==> config.mk <==
export PLATFORM = sky130hd
export DESIGN_NAME = permute_arbiter
export DESIGN_NICKNAME = d
export VERILOG_FILES = /design/src/rtl/permute_arbiter.sv
export SDC_FILE = /design/constraint.sdc
export NUM_CORES = 1
export LEC_CHECK = 0
export CAP_MARGIN = 20
export CORE_MARGIN = 2
export CORE_UTILIZATION = 40
export DETAILED_ROUTE_END_ITERATION = 7
export HOLD_SLACK_MARGIN = 0.12
export PLACE_DENSITY_LB_ADDON = 0.12
export SLEW_MARGIN = 20
export SYNTH_ARGS = -nofsm -noshare
export SYNTH_HDL_FRONTEND = slang
export SYNTH_SLANG_ARGS = --single-unit
==> constraint.sdc <==
create_clock -name clk -period 3.4 [get_ports clk]
set_input_delay 0.34 -clock clk [delete_from_list [all_inputs] [get_ports clk]]
set_output_delay 0.34 -clock clk [all_outputs]
set_load 0.02 [all_outputs]
==> src/rtl/permute_arbiter.sv <==
// Registered arbitration stage for a two-input deflection permuter: picks the
// higher-priority flit, derives the permuter swap control and ages both flits.
module permute_arbiter #(
   parameter int WIDTH        = 64,
   parameter int VALID_BIT    = 63,
   parameter int AGE_LSB      = 0,
   parameter int AGE_W        = 8,
   parameter int DIR_BIT      = 62,
   parameter int ID_LSB       = 8,
   parameter int ID_W         = 4,
   parameter int GOLDEN_EPOCH = 64
) (
   input  logic             clk,
   input  logic             rst_n,
   input  logic [WIDTH-1:0] inFlit0,
   input  logic [WIDTH-1:0] inFlit1,
   output logic [WIDTH-1:0] outFlit0,
   output logic [WIDTH-1:0] outFlit1,
   output logic             swap,
   output logic [ID_W-1:0]  golden_id
);

   localparam int EP_W = (GOLDEN_EPOCH > 2) ? $clog2(GOLDEN_EPOCH) : 1;
   localparam logic [EP_W-1:0] EP_LAST = EP_W'(GOLDEN_EPOCH - 1);

   logic [WIDTH-1:0] flit0_p1, flit1_p1;
   logic             swap_p1;
   logic [EP_W-1:0]  ep_cnt;
   logic             tie_ptr;

   logic             v0, v1, g0, g1;
   logic [AGE_W-1:0] age0, age1;
   logic             win_any, win1, tie_hit, swap_d;

   function automatic logic [AGE_W-1:0] sat_inc(input logic [AGE_W-1:0] a);
      return (&a) ? a : a + AGE_W'(1);
   endfunction

   function automatic logic [WIDTH-1:0] age_flit(input logic [WIDTH-1:0] f);
      logic [WIDTH-1:0] r;
      r = f;
      if (f[VALID_BIT])
         r[AGE_LSB +: AGE_W] = sat_inc(f[AGE_LSB +: AGE_W]);
      return r;
   endfunction

   always_comb begin
      v0      = inFlit0[VALID_BIT];
      v1      = inFlit1[VALID_BIT];
      g0      = v0 && (inFlit0[ID_LSB +: ID_W] == golden_id);
      g1      = v1 && (inFlit1[ID_LSB +: ID_W] == golden_id);
      age0    = inFlit0[AGE_LSB +: AGE_W];
      age1    = inFlit1[AGE_LSB +: AGE_W];
      win_any = v0 | v1;
      win1    = v1;
      tie_hit = 1'b0;
      if (v0 && v1) begin
         if (g0 != g1)
            win1 = g1;
         else if (age0 != age1)
            win1 = (age1 > age0);
         else begin
            win1    = tie_ptr;
            tie_hit = 1'b1;
         end
      end
      // Swap when the winner sits on the opposite side of its desired output.
      swap_d = win_any && (win1 ? !inFlit1[DIR_BIT] : inFlit0[DIR_BIT]);
   end

   // Stage p1: registered flits, swap and arbitration state
   always_ff @(posedge clk or negedge rst_n) begin
      if (!rst_n) begin
         flit0_p1  <= '0;
         flit1_p1  <= '0;
         swap_p1   <= 1'b0;
         tie_ptr   <= 1'b0;
         ep_cnt    <= '0;
         golden_id <= '0;
      end else begin
         flit0_p1 <= age_flit(inFlit0);
         flit1_p1 <= age_flit(inFlit1);
         swap_p1  <= swap_d;
         if (tie_hit)
            tie_ptr <= !tie_ptr;
         if (ep_cnt == EP_LAST) begin
            ep_cnt    <= '0;
            golden_id <= golden_id + ID_W'(1);
         end else begin
            ep_cnt <= ep_cnt + EP_W'(1);
         end
      end
   end

   assign outFlit0 = flit0_p1;
   assign outFlit1 = flit1_p1;
   assign swap     = swap_p1;

endmodule

; ---- After elaboration in Yosys (flattened, before gate mapping)
; Cells that the tools add are included.
[totals]
ff_bits = 140
inputBits = 130
out_inout_bits = 133
elab_cells = 37
[classes]
add_sub_neg = 4
magnitude_cmp = 1
n_eq_ne = 5
n_mux = 12
bitwise = 1
reduce_logical = 8
[op_table]
columns = op, count
row1 = $mux W8, 4
row2 = $add A8 B1 Y8 const B, 2
row3 = $reduce_and A8 Y1, 2
row4 = $eq A4 B4 Y1, 2
row5 = $gt A8 B8 Y1, 1
row6 = $ne A8 B8 Y1, 1
row7 = $mux W1, 7
row8 = $add A6 B1 Y6 const B, 1
row9 = $eq A6 B6 Y1 const B, 1
row10 = $mux W6, 1
row11 = $add A4 B1 Y4 const B, 1
row12 = $logic_and A1 B1 Y1, 4
row13 = $logic_not A1 Y1, 2
row14 = $ne A1 B1 Y1, 1
row15 = $or A1 B1 Y1, 1

; ---- Longest topological paths before layout
; Gate-level depths: netlist (run 1).
[depth]
word_depth = 7
ltp_mapped = 8
depth_no_buf = 8

; ---- Worst setup path after synthesis (run 1)
; OpenSTA, ideal clock, no wires.
[synth_timing]
path_type = register -> register
start = register golden_id[0]
end = register swap_p1 (netlist: swap)
setup_time_ps = 83
arrival_time_ps = 1908
required_ps = 3317
slack_ps = 1410
stages_incl_launch_ff = 6
path_buffers = 0
period_less_slack_ps = 1990
cell_sequence = dfrtp_1 a222oi_1 or4b_1 or2_1 a311o_1 o21ai_0
[synth_via]
elab_chain_len = 7
word_cells_on_any_way = 9
cone_classes = eq/ne (3) / mux (3) / reduce/logical (3)
[synth_lines]
columns = element, line
row1 = from (decl), 20  ; output logic [ID_W-1:0] golden_id
row2 = from (signal assigned), 88  ; golden_id <= golden_id + ID_W'(1);
row3 = "$eq A4 B4 Y1, on equally long branches", "50, 51"
row4 = "$logic_and A1 B1 Y1, on equally long branches", "50, 51"
row5 = $ne A1 B1 Y1, 58  ; if (g0 != g1)
row6 = $mux W1 (*), 58
row7 = $mux W1 (*), 57  ; if (v0 && v1) begin
row8 = $mux W1 (*), 68  ; swap_d = win_any && (win1 ? !inFlit1[DIR_BIT] : inFlit0[DIR_BIT]);
row9 = $logic_and A1 B1 Y1 (*), 68
row10 = named net swap_d, 33  ; logic win_any, win1, tie_hit, swap_d;
row11 = to (signal assigned), 83  ; swap_p1 <= swap_d;
row12 = to (decl), 27  ; logic swap_p1;
; Mark *: on every way through the listed nets, which the timed path passes. The rest lies on a longest branch.
; A chain may end at the register's enable or synchronous reset.

; ---- Worst setup path after layout (run 1)
; Ends and elaborated chain as after synthesis.

==> impl_metrics.toml, run 1 <==
[flow_run]
maxCapViolCount = 0

[global_route]
antenna_found_initial = 1
grt_max_degree = 73
track_usage_pct = 23.6
grt_pass1_vias = 3310
grt_first_pass_wirelength_um = 19600
grt_overflow_total = 0

[logic_synthesis]
syn_area_per_cell_um2 = 16.0
yosysUniqueCellTypes = 31
ys_warn_count = 0
syn_area_um2 = 4370
synthesis.instances = 273
syn-num-nets = 415
synthArstFlopShare_pct = 100
seq_area_frac_synth_pct = 80.2
synthFlopType = "dfrtp_1"
synth_edf_count = 0
ys_ff_latch = 140

[worst_setup_path]
crit_fanout = 7
critPathKind = "reg -> reg"
worst_setup_path_start_kind = "flip-flop"
critPathArrivalTime_ps = 2470
crit_path_end_kind = "flip-flop"
reg2reg_setup_slack_ps = 1360
worstPathRequired_ps = 3830

[outcome]
outcome = "finished clean"

[timing]
setup_tns_ps = 0
worst_pin_slew_ps = 617
timing.slew.headroom_pct = 58.8
timing.final.crit_period_ps = 2040
slew_viol_final = 0
max_freq_mhz = 491
fin_worst_skew_ps = 2.10
setup_violations = 0
timing_hold_violations_final = 0
rsz0062_at_grt = "no"
layout_setup_ws_ps = 1360
min_period_over_period_pct = 59.9

[cells_and_area]
layout-drive-gt1-share_pct = 6.53
final_common_cell = "clkdlybuf4s50_1"
fin_nets = 697
final_cell_mix = "clkdlybuf4s50_1, dfrtp_1, clkbuf_16, inv_1, nand2_1"
area_delta_synth_final_pct = 77.2

[floorplanning]
die_h_um = 109
io_pins = 263
initial_core_util_pct = 40.6
fp.coreArea_um2 = 10700
rows = 38
die_w_um = 109
die-area_um2 = 11800

[clock_network]
cts_tree = "done"
cts_root_buffer = "clkbuf_8"
h-tree-depth = 4
cts_buffers = 17
clockBufferDepth = 2
clock-sinks = 140
path_clk_slew_ps = 60
post_cts_buffers = 0
clock_latency_ps = 510

[pwr]
cellLeakagePower_nw = 3.33
ir_drop_v = 0.000398
powerDensity_nw_per_um2 = 517

[place]
pre_cts_slack_ps = 980
gp_congestion = 0.839
portBuffers = 262
dp_hpwl_um = 10400

[route]
routed_wl_um = 13400
drtIter0Drc = 132
wl_per_cell_um = 19.0
routed-via-count = 3214
drc = 0
firstDrtPassIters = 4
avgViaCountPerCell = 4.54
ant_nets = 0

[min_path]
min_path_type = "in -> reg"
## critical path, stage by stage (launching register included)
cell	delay, ps
dfrtp_1	470
a222oi_1	320
or4b_1	470
or2_1	270
a311o_1	350
o21ai_0	80
## cell usage after synthesis, types with 2 or more instances
master   count  share of area [%]
xnor2_1     11                2.2
xor2_1       9                1.8
and3_1       2               0.29
nand4_1      7                1.0
mux2_2       4                1.0
o21ai_0     11                1.3
nand3_1      7               0.80
dfrtp_1    140                 80
nor3_1       2               0.23
nor4_1       2               0.29
nand2_1     14                1.2
nor2_1      12                1.0
a31oi_1      2               0.29
a21oi_1      8               0.92
inv_1       15                1.3
ha_1        12                3.4
## state kept, by name, indices dropped and copies added (netlist names)
name	cells
outFlit1	64
ep_cnt	6
golden_id	4
outFlit0	64
tie_ptr	1
swap	1
## worst paths after layout
| check | startpoint | to | cells after the start |
|---|---|---|---|
| min in group asynchronous | rst_n | outFlit0[30] | 2 |
| setup reg to reg | golden_id[0] | swap | 5 |
| setup / recovery | golden_id[0] | swap | 5 |
| max in group asynchronous | rst_n | outFlit1[47] | 3 |
| hold / removal | inFlit1[16] | outFlit1[16] | 1 |
| hold reg to reg | ep_cnt[4] | ep_cnt[4] | 1 |
## power by group
group	switching (mW)	total, mW	internal, mW
Combinational	0.252	0.551	0.299
Sequential	0.0240	1.77	1.75
Clock	0.636	1.67	1.04
Total	0.912	4.00	3.09
## layer usage
| layer | vias up | wire (um) | global-route usage, % |
|---|---|---|---|
| met2 | 134 | 6860 | 39.2 |
| met4 | 0 | 390 | 9.71 |
| met3 | 22 | 1280 | 11.2 |
| met5 | - | 0 | 0 |
| met1 | 1577 | 4900 | 26.0 |
| li1 | 1481 | - | - |
## layout make-up
class                           count  area (um^2)
Fill cell                         748         3010
Inverter                           15         56.3
Clock buffer                       24          480
Multi-Input combinational cell    117          805
Tap cell                          140          175
Antenna cell                        1         2.50
Clock inverter                      7         63.8
Sequential cell                   140         3500
Timing Repair Buffer              264         2650
## logic make-up (layout without fill, tap and decap cells)
kind of cell / Yosys count / after routing / share of synthesized area (%)
muxes: 4 / 4 / 1.03
adders and majority gates: 12 / 12 / 3.44
AOI/OAI and AO/OA: 29 / 29 / 4.04
xor gates and xnor gates: 20 / 20 / 4.01
and+or+nand+nor: 52 / 52 / 5.90
DFF: 140 / 140 / 80.2
other: 0 / 1 / 0
buffers and inverters: 16 / 310 / 1.37
## repair_timing
item / CTS / global route
hold buffers: 1 / 0
resized for setup: 0 / 0
hold endpoints to repair: 68 / 0
## per-stage QoR
stage	hold slack [ps]	std cells	utilization [%]	power, mW	instance area (um^2)
global route	229	707	72.0	4.16	7740
detailed placement	384	675	66.8	2.36	7180
finish	259	708	72.0	4.00	7740
floorplan	44.4	273	-	1.96	4370
global placement	379	675	66.8	2.35	7180
CTS	233	707	72.0	4.05	7740
Power figures use the tool's default switching activity.
==> run 2: changes to the inputs <==
- CORE_UTILIZATION: 40 -> 37
- clock period: 3.4 -> 2.1 ns (I/O delays scaled with it)
==> run 2 against run 1 <==
Effect of this change:
- final area is 3.1% higher
- flip-flop and latch count is the same
- via count grew 4.8%
- worst setup slack worse by 1200 ps
- first-iteration DRC count up 35%
- critical path type unchanged
- count of clock-buffer cells in the layout shrank 4
- die area grew 7.8%
- sequential power up 62%
- clock skew increased by 2.2 ps
- final cell count increased by 4.4%
==> impl_metrics.toml, run 2 (synthesized netlist as in run 1, its figures left out) <==
[pwr]
swShare_pct = 23.4
seq_power_share_pct = 43.0
powerDensity_nw_per_um2 = 836
p_switching_mw = 1.56
combPwrFrac_pct = 13.9
internal-power_mw = 5.11
cellLeakagePower_nw = 3.47
ir_drop_v = 0.000705
clkPwrFrac_pct = 43.1

[global_route]
use_met3_pct = 7.40
grt_pass1_vias = 3459
grt_overflow_total = 0
gr-usage-met2_pct = 38.0
antenna_found_initial = 0
grt_busiest_layer = "met2"
track_usage_pct = 21.7
grt_max_degree = 59
grt_first_pass_wirelength_um = 20100
use_met1_pct = 24.3

[route]
routed_wl_um = 13500
routed-via-count = 3368
wl_per_cell_um = 18.2
ant_nets = 0
firstDrtPassIters = 6
drtIter0Drc = 178
drc = 0
avgViaCountPerCell = 4.56

[clock_network]
clock-sinks = 140
clock_latency_ps = 420
cts_tree = "done"
cts_buffers = 17
cts_root_buffer = "clkbuf_16"
clockBufferDepth = 2
h-tree-depth = 4
post_cts_buffers = 0
path_clk_slew_ps = 60

[worst_setup_path]
worstPathRequired_ps = 2430
crit_fanout = 4
worst_setup_path_start_kind = "flip-flop"
critPathArrivalTime_ps = 2280
r2r_cells = 6
crit_path_end_kind = "flip-flop"
cp_slowest_stage_delay_ps = 490
crit_chain = "inv_1, a222oi_1, or4b_1, or2_1, a311o_1, o21ai_0"
cpMaxStageDelayCell = "or4b_1"
crit_start = "golden_id[3]"
critPathKind = "reg -> reg"
reg2reg_from = "golden_id[3]"

[min_path]
min_from = "inFlit0[53]"
min_path_type = "in -> reg"
min_path_cells = 1

[place]
place_inst = 706
dp_hpwl_um = 10500
gp_congestion = 0.863
portBuffers = 262
pre_cts_slack_ps = -225

[cells_and_area]
regArea_um2 = 3500
final_cell_mix = "clkdlybuf4s50_1, dfrtp_1, buf_4, clkbuf_16, inv_1"
num_antenna_cells = 0
final_cells = 739
fillCellCount = 805
area_delta_synth_final_pct = 82.6
final_common_cell = "clkdlybuf4s50_1"
multi_input_area_um2 = 805
layout-drive-gt1-share_pct = 11.4
fin_nets = 725

[outcome]
outcome = "finished clean"

[floorplanning]
die_w_um = 113
initial_core_util_pct = 38.1
die_h_um = 113
io_pins = 263
die-area_um2 = 12700
fp.coreArea_um2 = 11500
rows = 39

[timing]
setup_violations = 0
layout_setup_ws_ps = 156
slew_viol_final = 0
timing.final.crit_period_ps = 1940
min_period_over_period_pct = 92.6
timing.slew.headroom_pct = 63.8
worst_pin_slew_ps = 542
fin_worst_skew_ps = 4.35
timing_hold_violations_final = 0
max_freq_mhz = 514
rsz0062_at_grt = "no"

[flow_run]
maxCapViolCount = 0
==> run 2: cell count changes in the layout (fill, tap and decap cells not counted) <==
cell        before  now
inv_6            0    1
clkinvlp_4       0    3
bufinv_16        1    2
clkinv_4         1    0
clkbuf_8         5    1
clkbuf_1         3    2
dfrtp_1        140  139
clkbuf_16       16   17
clkinv_2         5    6
dfrtp_2          0    1
buf_4            0   28
diode_2          1    0
==> run 2: cell type report <==
cell class / instances / area share [%]
Sequential cell: 140 / 43.9
Multi-Input combinational cell: 117 / 10.1
Clock buffer: 20 / 5.60
Timing Repair Buffer: 292 / 35.9
Clock inverter: 12 / 1.52
Inverter: 15 / 0.706
Tap cell: 143 / 2.24
==> run 2: power groups by stage <==
stage / Sequential (mW) / Clock (mW) / Combinational [mW]
after global placement: 2.91 / 0 / 0.916
after detailed placement: 2.92 / 0 / 0.931
after global routing: 2.88 / 3.03 / 0.981
after CTS: 2.87 / 2.92 / 0.938
final: 2.87 / 2.88 / 0.924
after floorplan: 3.10 / 0 / 0.0810
==> run 2: worst paths after layout <==
check                          endpoint  slack [ps]
max                                swap         160
min                        outFlit0[53]         230
max reg2reg                        swap         160
min in group asynchronous   outFlit1[6]         300
max in group asynchronous  golden_id[3]        1040
min reg2reg                     tie_ptr         480
==> run 2: timing repair <==
action | 4_1_cts | 5_1_grt
hold buffers | 1 | 0
endpoints found under the hold margin | 54 | 0
setup endpoints to repair | 0 | 1
resized for setup | 0 | 1
==> run 2: worst max-delay path, delay by kind of cell, from the launching register on <==
| family | cells | cell delay, ps |
|---|---|---|
| and+or+nand+nor | 2 | 760 |
| AOI/OAI and AO/OA | 3 | 630 |
| DFF | 1 | 400 |
| buffers and inverters | 1 | 70 |
==> run 2: layer usage <==
layer  part of all wire [%]  vias up
li1                       -     1534
met1                     38     1659
met2                     53      152
met3                    7.2       23
met4                    2.1        0
met5                      0        -
==> run 2: through the flow <==
step                power [mW]  utilization (%)  TNS, ps  hold WS (ps)  cell area (um^2)
floorplan                 3.18                -        0         -85.6              4370
global placement          3.83             64.5     -328           213              7400
detailed placement        3.85             64.5     -392           222              7400
CTS                       6.73             69.5        0           218              7980
global route              6.90             69.6        0           214              7980
finish                    6.67             69.6        0           229              7980
